$ cat config.mk
export PLATFORM = sky130hd
export DESIGN_NAME = seq_digit_mult
export DESIGN_NICKNAME = d
export VERILOG_FILES = /design/src/rtl/seq_digit_mult_pkg.sv /design/src/rtl/seq_digit_mult_digit.sv /design/src/rtl/seq_digit_mult.sv
export SDC_FILE = /design/constraint.sdc
export NUM_CORES = 1
export LEC_CHECK = 0
export CAP_MARGIN = 20
export CORE_UTILIZATION = 55
export DETAILED_ROUTE_END_ITERATION = 16
export PLACE_DENSITY = 0.77
export SYNTH_ARGS = -nofsm -noshare
export SYNTH_HDL_FRONTEND = slang
export SYNTH_HIERARCHICAL = 1
export SYNTH_SLANG_ARGS = --single-unit
$ cat constraint.sdc
create_clock -name clk -period 11.63 [get_ports clk]
set_input_delay 2.326 -clock clk [delete_from_list [all_inputs] [get_ports clk]]
set_output_delay 2.326 -clock clk [all_outputs]
set_load 0.005 [all_outputs]
$ cat src/rtl/seq_digit_mult_pkg.sv
// mult_pkg: shared FSM state type, sizing helpers and conditional negate for seq_digit_mult.
package mult_pkg;

    typedef enum logic [1:0] {IDLE, MUL, FIX, DONE} state_t;

    // Widest value cond_negate handles; callers zero-extend in and truncate out.
    localparam int MAX_W = 128;

    function automatic int num_digits(input int width, input int digit);
        return width / digit;
    endfunction

    function automatic int cnt_width(input int n);
        return (n * n > 1) ? $clog2(n * n) : 1;
    endfunction

    // Truncating the result keeps the low bits of a true two's-complement negate.
    function automatic logic [MAX_W-1:0] cond_negate(input logic [MAX_W-1:0] value, input logic en);
        return en ? (~value + MAX_W'(1)) : value;
    endfunction

endpackage

$ cat src/rtl/seq_digit_mult_digit.sv
// digit_mult: combinational unsigned DIGIT x DIGIT -> 2*DIGIT multiplier.
module digit_mult #(
    parameter int DIGIT = 4
) (
    input  logic [DIGIT-1:0]   a,
    input  logic [DIGIT-1:0]   b,
    output logic [2*DIGIT-1:0] p
);

    assign p = (2*DIGIT)'(a) * (2*DIGIT)'(b);

endmodule

$ cat src/rtl/seq_digit_mult.sv
// seq_digit_mult: iterative sign-magnitude multiplier, one DIGIT x DIGIT partial product per cycle.
module seq_digit_mult
    import mult_pkg::*;
#(
    parameter int WIDTH = 8,
    parameter int DIGIT = 4
) (
    input  logic               clk,
    input  logic               rst,
    input  logic               in_valid,
    output logic               in_ready,
    input  logic [WIDTH-1:0]   a,
    input  logic [WIDTH-1:0]   b,
    input  logic               signed_mode,
    output logic               out_valid,
    input  logic               out_ready,
    output logic [2*WIDTH-1:0] p
);

    localparam int N  = num_digits(WIDTH, DIGIT);
    localparam int CW = cnt_width(N);
    localparam int PW = 2 * WIDTH;

    if (WIDTH % DIGIT != 0) begin : g_bad_digit
        $error("seq_digit_mult: WIDTH must be a multiple of DIGIT");
    end

    state_t            state;
    logic [WIDTH-1:0]  mag_a;
    logic [WIDTH-1:0]  mag_b;
    logic              neg;
    logic [PW-1:0]     acc;
    logic [CW-1:0]     k;
    logic [CW-1:0]     di;
    logic [CW-1:0]     dj;
    logic [DIGIT-1:0]  da;
    logic [DIGIT-1:0]  db;
    logic [2*DIGIT-1:0] pp;
    logic [PW-1:0]     pp_sh;

    // k walks b digits fastest: k = i*N + j.
    always_comb begin
        di    = CW'(int'(k) / N);
        dj    = CW'(int'(k) % N);
        da    = mag_a[DIGIT*int'(di) +: DIGIT];
        db    = mag_b[DIGIT*int'(dj) +: DIGIT];
        pp_sh = PW'(pp) << (DIGIT * (int'(di) + int'(dj)));
    end

    digit_mult #(.DIGIT(DIGIT)) u_digit_mult (
        .a (da),
        .b (db),
        .p (pp)
    );

    always_ff @(posedge clk) begin
        if (rst) begin
            state     <= IDLE;
            in_ready  <= 1'b1;
            out_valid <= 1'b0;
            p         <= '0;
            acc       <= '0;
            k         <= '0;
            mag_a     <= '0;
            mag_b     <= '0;
            neg       <= 1'b0;
        end else begin
            case (state)
                IDLE: if (in_valid) begin
                    mag_a    <= WIDTH'(cond_negate(MAX_W'(a), signed_mode & a[WIDTH-1]));
                    mag_b    <= WIDTH'(cond_negate(MAX_W'(b), signed_mode & b[WIDTH-1]));
                    neg      <= signed_mode & (a[WIDTH-1] ^ b[WIDTH-1]);
                    acc      <= '0;
                    k        <= '0;
                    in_ready <= 1'b0;
                    state    <= MUL;
                end
                MUL: begin
                    acc <= acc + pp_sh;
                    k   <= k + CW'(1);
                    if (k == CW'(N * N - 1))
                        state <= FIX;
                end
                FIX: begin
                    p         <= PW'(cond_negate(MAX_W'(acc), neg));
                    out_valid <= 1'b1;
                    state     <= DONE;
                end
                DONE: if (out_ready) begin
                    out_valid <= 1'b0;
                    in_ready  <= 1'b1;
                    state     <= IDLE;
                end
                default: state <= IDLE;
            endcase
        end
    end

endmodule
# Yosys cells after proc, flatten, opt, wreduce, memory -nomap -nowiden
# Cells that the tools add are included.
word_totals:
  latchBits: 0
  mem_bits_ro: 0
  n_memories: 0
  inputBits: 21
  regBits: 55
  ram_bits: 0
classes:
  n_eq_ne: 7
  bitwise: 7
  n_mul: 1
  n_reduce_logical: 9
  magnitude_cmp: 0
  n_mux: 16
  n_div: 0
  shifts: 3
  addsub: 6
ops:
  columns: ["op", "count"]
  rows:
  - ["$mux 16", 2]
  - ["$pmux 16 s2", 1]
  - ["$add 16x1->16 const B", 1]
  - ["$add 16x16->16", 1]
  - ["$add 8x1->8 const B", 2]
  - ["$mux 8", 2]
  - ["$not 16->16", 1]
  - ["$not 8->8", 2]
  - ["$shiftx 8x4->4", 2]
  - ["$shl 8x4->16", 1]
  - ["$mul 4x4->8", 1]
  - ["$mux 2", 4]
  - ["$pmux 2 s4", 1]
  - ["$eq 2x2->1 const B", 3]
  - ["$ne 2x2->1 const B", 3]
  - ["$reduce_and 2->1", 3]
  - ["$reduce_and 3->1", 2]
  - ["$reduce_bool 2->1", 3]
  - ["$pmux 1 s2", 2]
  - ["$pmux 2 s2", 1]
  - ["$and 1x1->1", 3]
  - ["$mux 1", 3]
  - ["$add 1x1->2", 1]
  - ["$add 2x1->2 const B", 1]
  - ["3 further kinds", 3]

# Depth between registers and ports, before layout
depth:
  depth_word: 5
  ltp_mapped: 18

# Modules after synthesis
# Netlist, hierarchy kept.
modules_own_cells:
  columns: ["module", "seq_area_each_um2", "area_per_inst_um2", "instances", "cells_each"]
  rows:
  - ["seq_digit_mult", 1101.1, 3523.4, 1, 435]
  - ["digit_mult", 0.0, 447.9, 1, 51]

# Least setup slack after synthesis
# Ideal clock, no wire load.
synth_timing:
  kind: "register to register"
  from: "register k[0]"
  to: "register acc[15]"
  slack_ps: 6895
  stages_incl_launch_ff: 18
  t_required_ps: 11568
  arrival_time_ps: 4673
  cell_sequence: "dfxtp_1 mux2_2 nand2_1 fa_1 inv_1 fa_1 fa_1 a21o_2 a21oi_1 xnor2_1 a22o_1 ha_1 nand4_1 or2_0 a2111o_1 and3_1 or4_1 nand3_1"
synth_via:
  elab_chain_cells: 5
  elab_cells_between_ends: 6
  cone_classes: "2 x add/sub; 1 x mul; 2 x shift; 1 x mux"
synth_lines:
  columns: ["item", "line_no", "rtl"]
  rows:
  - ["from (decl)", "seq_digit_mult.sv:33", "logic [CW-1:0] k;"]
  - ["from (signal assigned)", "seq_digit_mult.sv:80", "k <= k + CW'(1);"]
  - ["$shiftx 8x4->4", "seq_digit_mult.sv:46", "db = mag_b[DIGIT*int'(dj) +: DIGIT];"]
  - ["via db[2]", "seq_digit_mult.sv:37", "logic [DIGIT-1:0] db;"]
  - ["$mul 4x4->8", "seq_digit_mult_digit.sv:10", "assign p = (2*DIGIT)'(a) * (2*DIGIT)'(b);"]
  - ["via pp[6]", "seq_digit_mult.sv:38", "logic [2*DIGIT-1:0] pp;"]
  - ["$shl 8x4->16", "seq_digit_mult.sv:47", "pp_sh = PW'(pp) << (DIGIT * (int'(di) + int'(dj)));"]
  - ["$add 16x16->16", "seq_digit_mult.sv:79", "acc <= acc + pp_sh;"]
  - ["$pmux 16 s2", "seq_digit_mult.sv:68", "case (state)"]
  - ["to (signal assigned)", "seq_digit_mult.sv:79", null]
  - ["to (decl)", "seq_digit_mult.sv:32", "logic [PW-1:0] acc;"]
# The timed path passes the listed nets, and every way through them passes these cells.
# A chain may end at the register's enable or synchronous reset.

# Final worst setup path
# Same ends and word-level chain as after synthesis.

==> results_dict.tcl <==
set metrics [dict create \
    status "complete, no violations" \
    portBuffers 38 \
    synth_common_cells "sky130_fd_sc_hd__nor2_1, sky130_fd_sc_hd__dfxtp_1, sky130_fd_sc_hd__nand2_1" \
    timing.clock.skew_ns 0.01008 \
    antenna-diode-count 0 \
    critical_path_required_ns 11.88 \
    clk_pin_slew_worst_paths_ns 0.09 \
    post_synth_inst_count 486 \
    max-cap-violations 0 \
    grt-ovfl-total 0 \
    wl_um 8573 \
    yosysWarningCount 6 \
    rsz0062_at_grt "false" \
    ratio_of_total_power_to_cell_area_nw_per_um2 153.3 \
    power.total_mw 0.6939 \
    worstSkewPairLatency_ns 0.31 \
    first_global_vias 3220 \
    flop2flop_setup_slack_ns 6.56 \
    reg2reg_to "acc[15]" \
    fillerInstances 629 \
    design.portCount 39 \
    average_vias_per_placed_instance 5.640 \
    critical_path_arrival_ns 5.33 \
    synth.ff_latch_count 55 \
    worst_setup_path_end_kind "flip-flop" \
    regToRegStartpoint "k[0]" \
    synthDominantCellAreaShare 0.2773 \
    synth_top_cell_by_area "sky130_fd_sc_hd__dfxtp_1" \
    finalWeightedCongestion 0.8801 \
    hold_viol_final 0 \
    grt_max_degree 49 \
    whs_path_depth 2 \
    timing.setup.critical_path_class "reg -> reg" \
    placement.cell_area_um2 4408 \
    sequential_cell_area_fraction_in_the_yosys_report 0.2773 \
    initial_utilization 0.5781 \
    flow.area_growth_from_synthesis_pct 13.99 \
    drt_iter0_drc 202 \
    synth_area_per_cell_um2 8.171 \
    ctsResizeCount 0 \
    static-leakage-power_nw 1.865 \
    nets 576 \
    post-route-drc-count 0 \
    layout-drive-gt1-share 0.04078 \
    yosys_most_used_dff "sky130_fd_sc_hd__dfxtp_1" \
    tritoncts_clock_tree "built" \
    hold_start "mag_b[7]" \
    final.setup.tns_ns 0 \
    postRouteAntennaNets 0 \
    drt_pre_antenna_iters 4 \
    detailroute.via_count 3446 \
    fmax_mhz 197.1 \
    reg2regPathDepth 17 \
    timing.hold.worst.class "reg -> reg" \
    die_x_um 86.98 \
    cts_hold_buf 0 \
    h-tree-depth 2 \
    timing.slew.headroom 0.3674 \
    synth_fp_nets 548 \
    fp.dieH_um 86.98 \
    period_share 0.4362 \
    endpoints_failing_setup 0 \
    cts_post_setup_buffers_inserted 0 \
    number_of_rows_created_at_floorplan 30 \
    ys_top_cells_by_area "sky130_fd_sc_hd__dfxtp_1, sky130_fd_sc_hd__ha_1, sky130_fd_sc_hd__nor2_1" \
    core_region_area_um2 6869 \
    grt.total_usage 0.2427 \
    tightestPinTransition_ns 0.9489 \
    worst_ir_drop_on_vdd_mv 0.07180 \
    grt_pass1_wl_um 14730 \
    tritoncts.num_buffers 5 \
    synth-async-reset-ratio 0 \
    detailed_place_hpwl_um 6632 \
    hold_end "mag_b[7]" \
    mappedNetlistArea_um2 3971 \
    timing.critical_path.from_type "flip-flop" \
    synth_most_common_cell "sky130_fd_sc_hd__nor2_1" \
    antenna_violations_before_repair 0 \
    post_drt_wl_per_cell_um 14.03 \
    cp_max_fo 8 \
    synth_enable_flop_cells 0 \
    die-area_um2 7565 \
    fin_area_um2 4527 \
    clock_sinks 55 \
    final.min_clock_period_ns 5.073 \
    clockBufferDepth 2 \
    clock_root_buffer_master "sky130_fd_sc_hd__clkbuf_8" \
    report.final.slew_viol_count 0 \
    yosys.cell_types.count 53 \
]
final cells by class:
class                   count  area, µm²  share of cell area
inverters                  20      75.07             0.01658
well taps                  96      120.1             0.02653
clock inverters             3      22.52            0.004975
multi-input cells         392       2724              0.6017
flip-flops and latches     55       1101              0.2432
clock buffers               5      68.82             0.01520
repair buffers             40      415.4             0.09176
metrics by stage:
step,instances,hold slack [ns],util,worst slack (ns)
after floorplan,486,0.4329,-,6.895
after global placement,602,0.4473,0.6417,6.728
after detailed placement,602,0.4518,0.6417,6.610
after CTS,610,0.4658,0.6550,6.580
after global routing,611,0.4913,0.6590,6.165
final,611,0.4671,0.6590,6.557
state kept, by name, indices dropped and copies added, names as in the netlist, 2 cells and up:
signal  flops
k           2
state       2
mag_a       8
mag_b       8
p          16
acc        16
layout by cell type (no fill, tap or decap), drive strengths merged, types with 17 or more instances in the layout:
master | Yosys | layout
a211oi | 25 | 25
and2 | 18 | 18
dfxtp | 55 | 55
clkdlybuf4s50 | 0 | 38
a21oi | 27 | 27
nand2 | 41 | 41
nor2 | 64 | 64
inv | 20 | 21
xor2 | 19 | 19
ha | 36 | 36
o21ai | 17 | 17
logic make-up (layout without fill, tap and decap cells):
| logic type | count (synthesis) | after routing | synth area share |
|---|---|---|---|
| simple gates | 171 | 171 | 0.2020 |
| compound gates | 131 | 131 | 0.2294 |
| flops | 55 | 55 | 0.2773 |
| fa+ha+maj | 41 | 41 | 0.1386 |
| buf+inv | 39 | 68 | 0.03686 |
| xor+xnor | 32 | 32 | 0.07057 |
| mux | 17 | 17 | 0.04537 |
where the power goes:
part / internal [mW] / switching [mW] / leakage, nW
sequential: 0.233 / 0.0331 / 0.449
clock: 0.0433 / 0.0649 / 0.0485
combinational: 0.148 / 0.172 / 1.37
worst max-delay path by stage:
| stage | slack [ns] | end | from | depth (start not counted) |
|---|---|---|---|---|
| final | 6.56 | acc[15] | k[0] | 17 |
| after global routing | 6.16 | acc[15] | k[0] | 18 |
| after CTS | 6.58 | acc[15] | k[0] | 17 |
| after detailed placement | 6.61 | acc[15] | k[0] | 17 |
| after global placement | 6.73 | acc[15] | k[0] | 17 |
| after floorplan | 6.90 | acc[15] | k[0] | 17 |
metal layers:
layer	wire, µm	GRT usage
met1	4221	0.3306
met2	3927	0.4073
met3	290	0.02654
met4	133	0.06515
met5	0	0
worst max-delay path, cell delays in order, from the launching register on:
cell,delay [ns]
sky130_fd_sc_hd__dfxtp_1,0.52
sky130_fd_sc_hd__mux2_2,0.41
sky130_fd_sc_hd__nand2_1,0.09
sky130_fd_sc_hd__fa_1,0.41
sky130_fd_sc_hd__inv_1,0.09
sky130_fd_sc_hd__fa_1,0.44
sky130_fd_sc_hd__fa_1,0.46
sky130_fd_sc_hd__a21o_2,0.22
sky130_fd_sc_hd__a21oi_1,0.16
sky130_fd_sc_hd__xnor2_1,0.11
sky130_fd_sc_hd__a22o_1,0.22
sky130_fd_sc_hd__ha_1,0.40
sky130_fd_sc_hd__nand4_1,0.15
sky130_fd_sc_hd__or2_0,0.25
sky130_fd_sc_hd__a2111o_1,0.37
sky130_fd_sc_hd__and3_1,0.18
sky130_fd_sc_hd__or4_1,0.46
sky130_fd_sc_hd__nand3_1,0.07
Note: power is estimated with default switching activity, not from simulation.
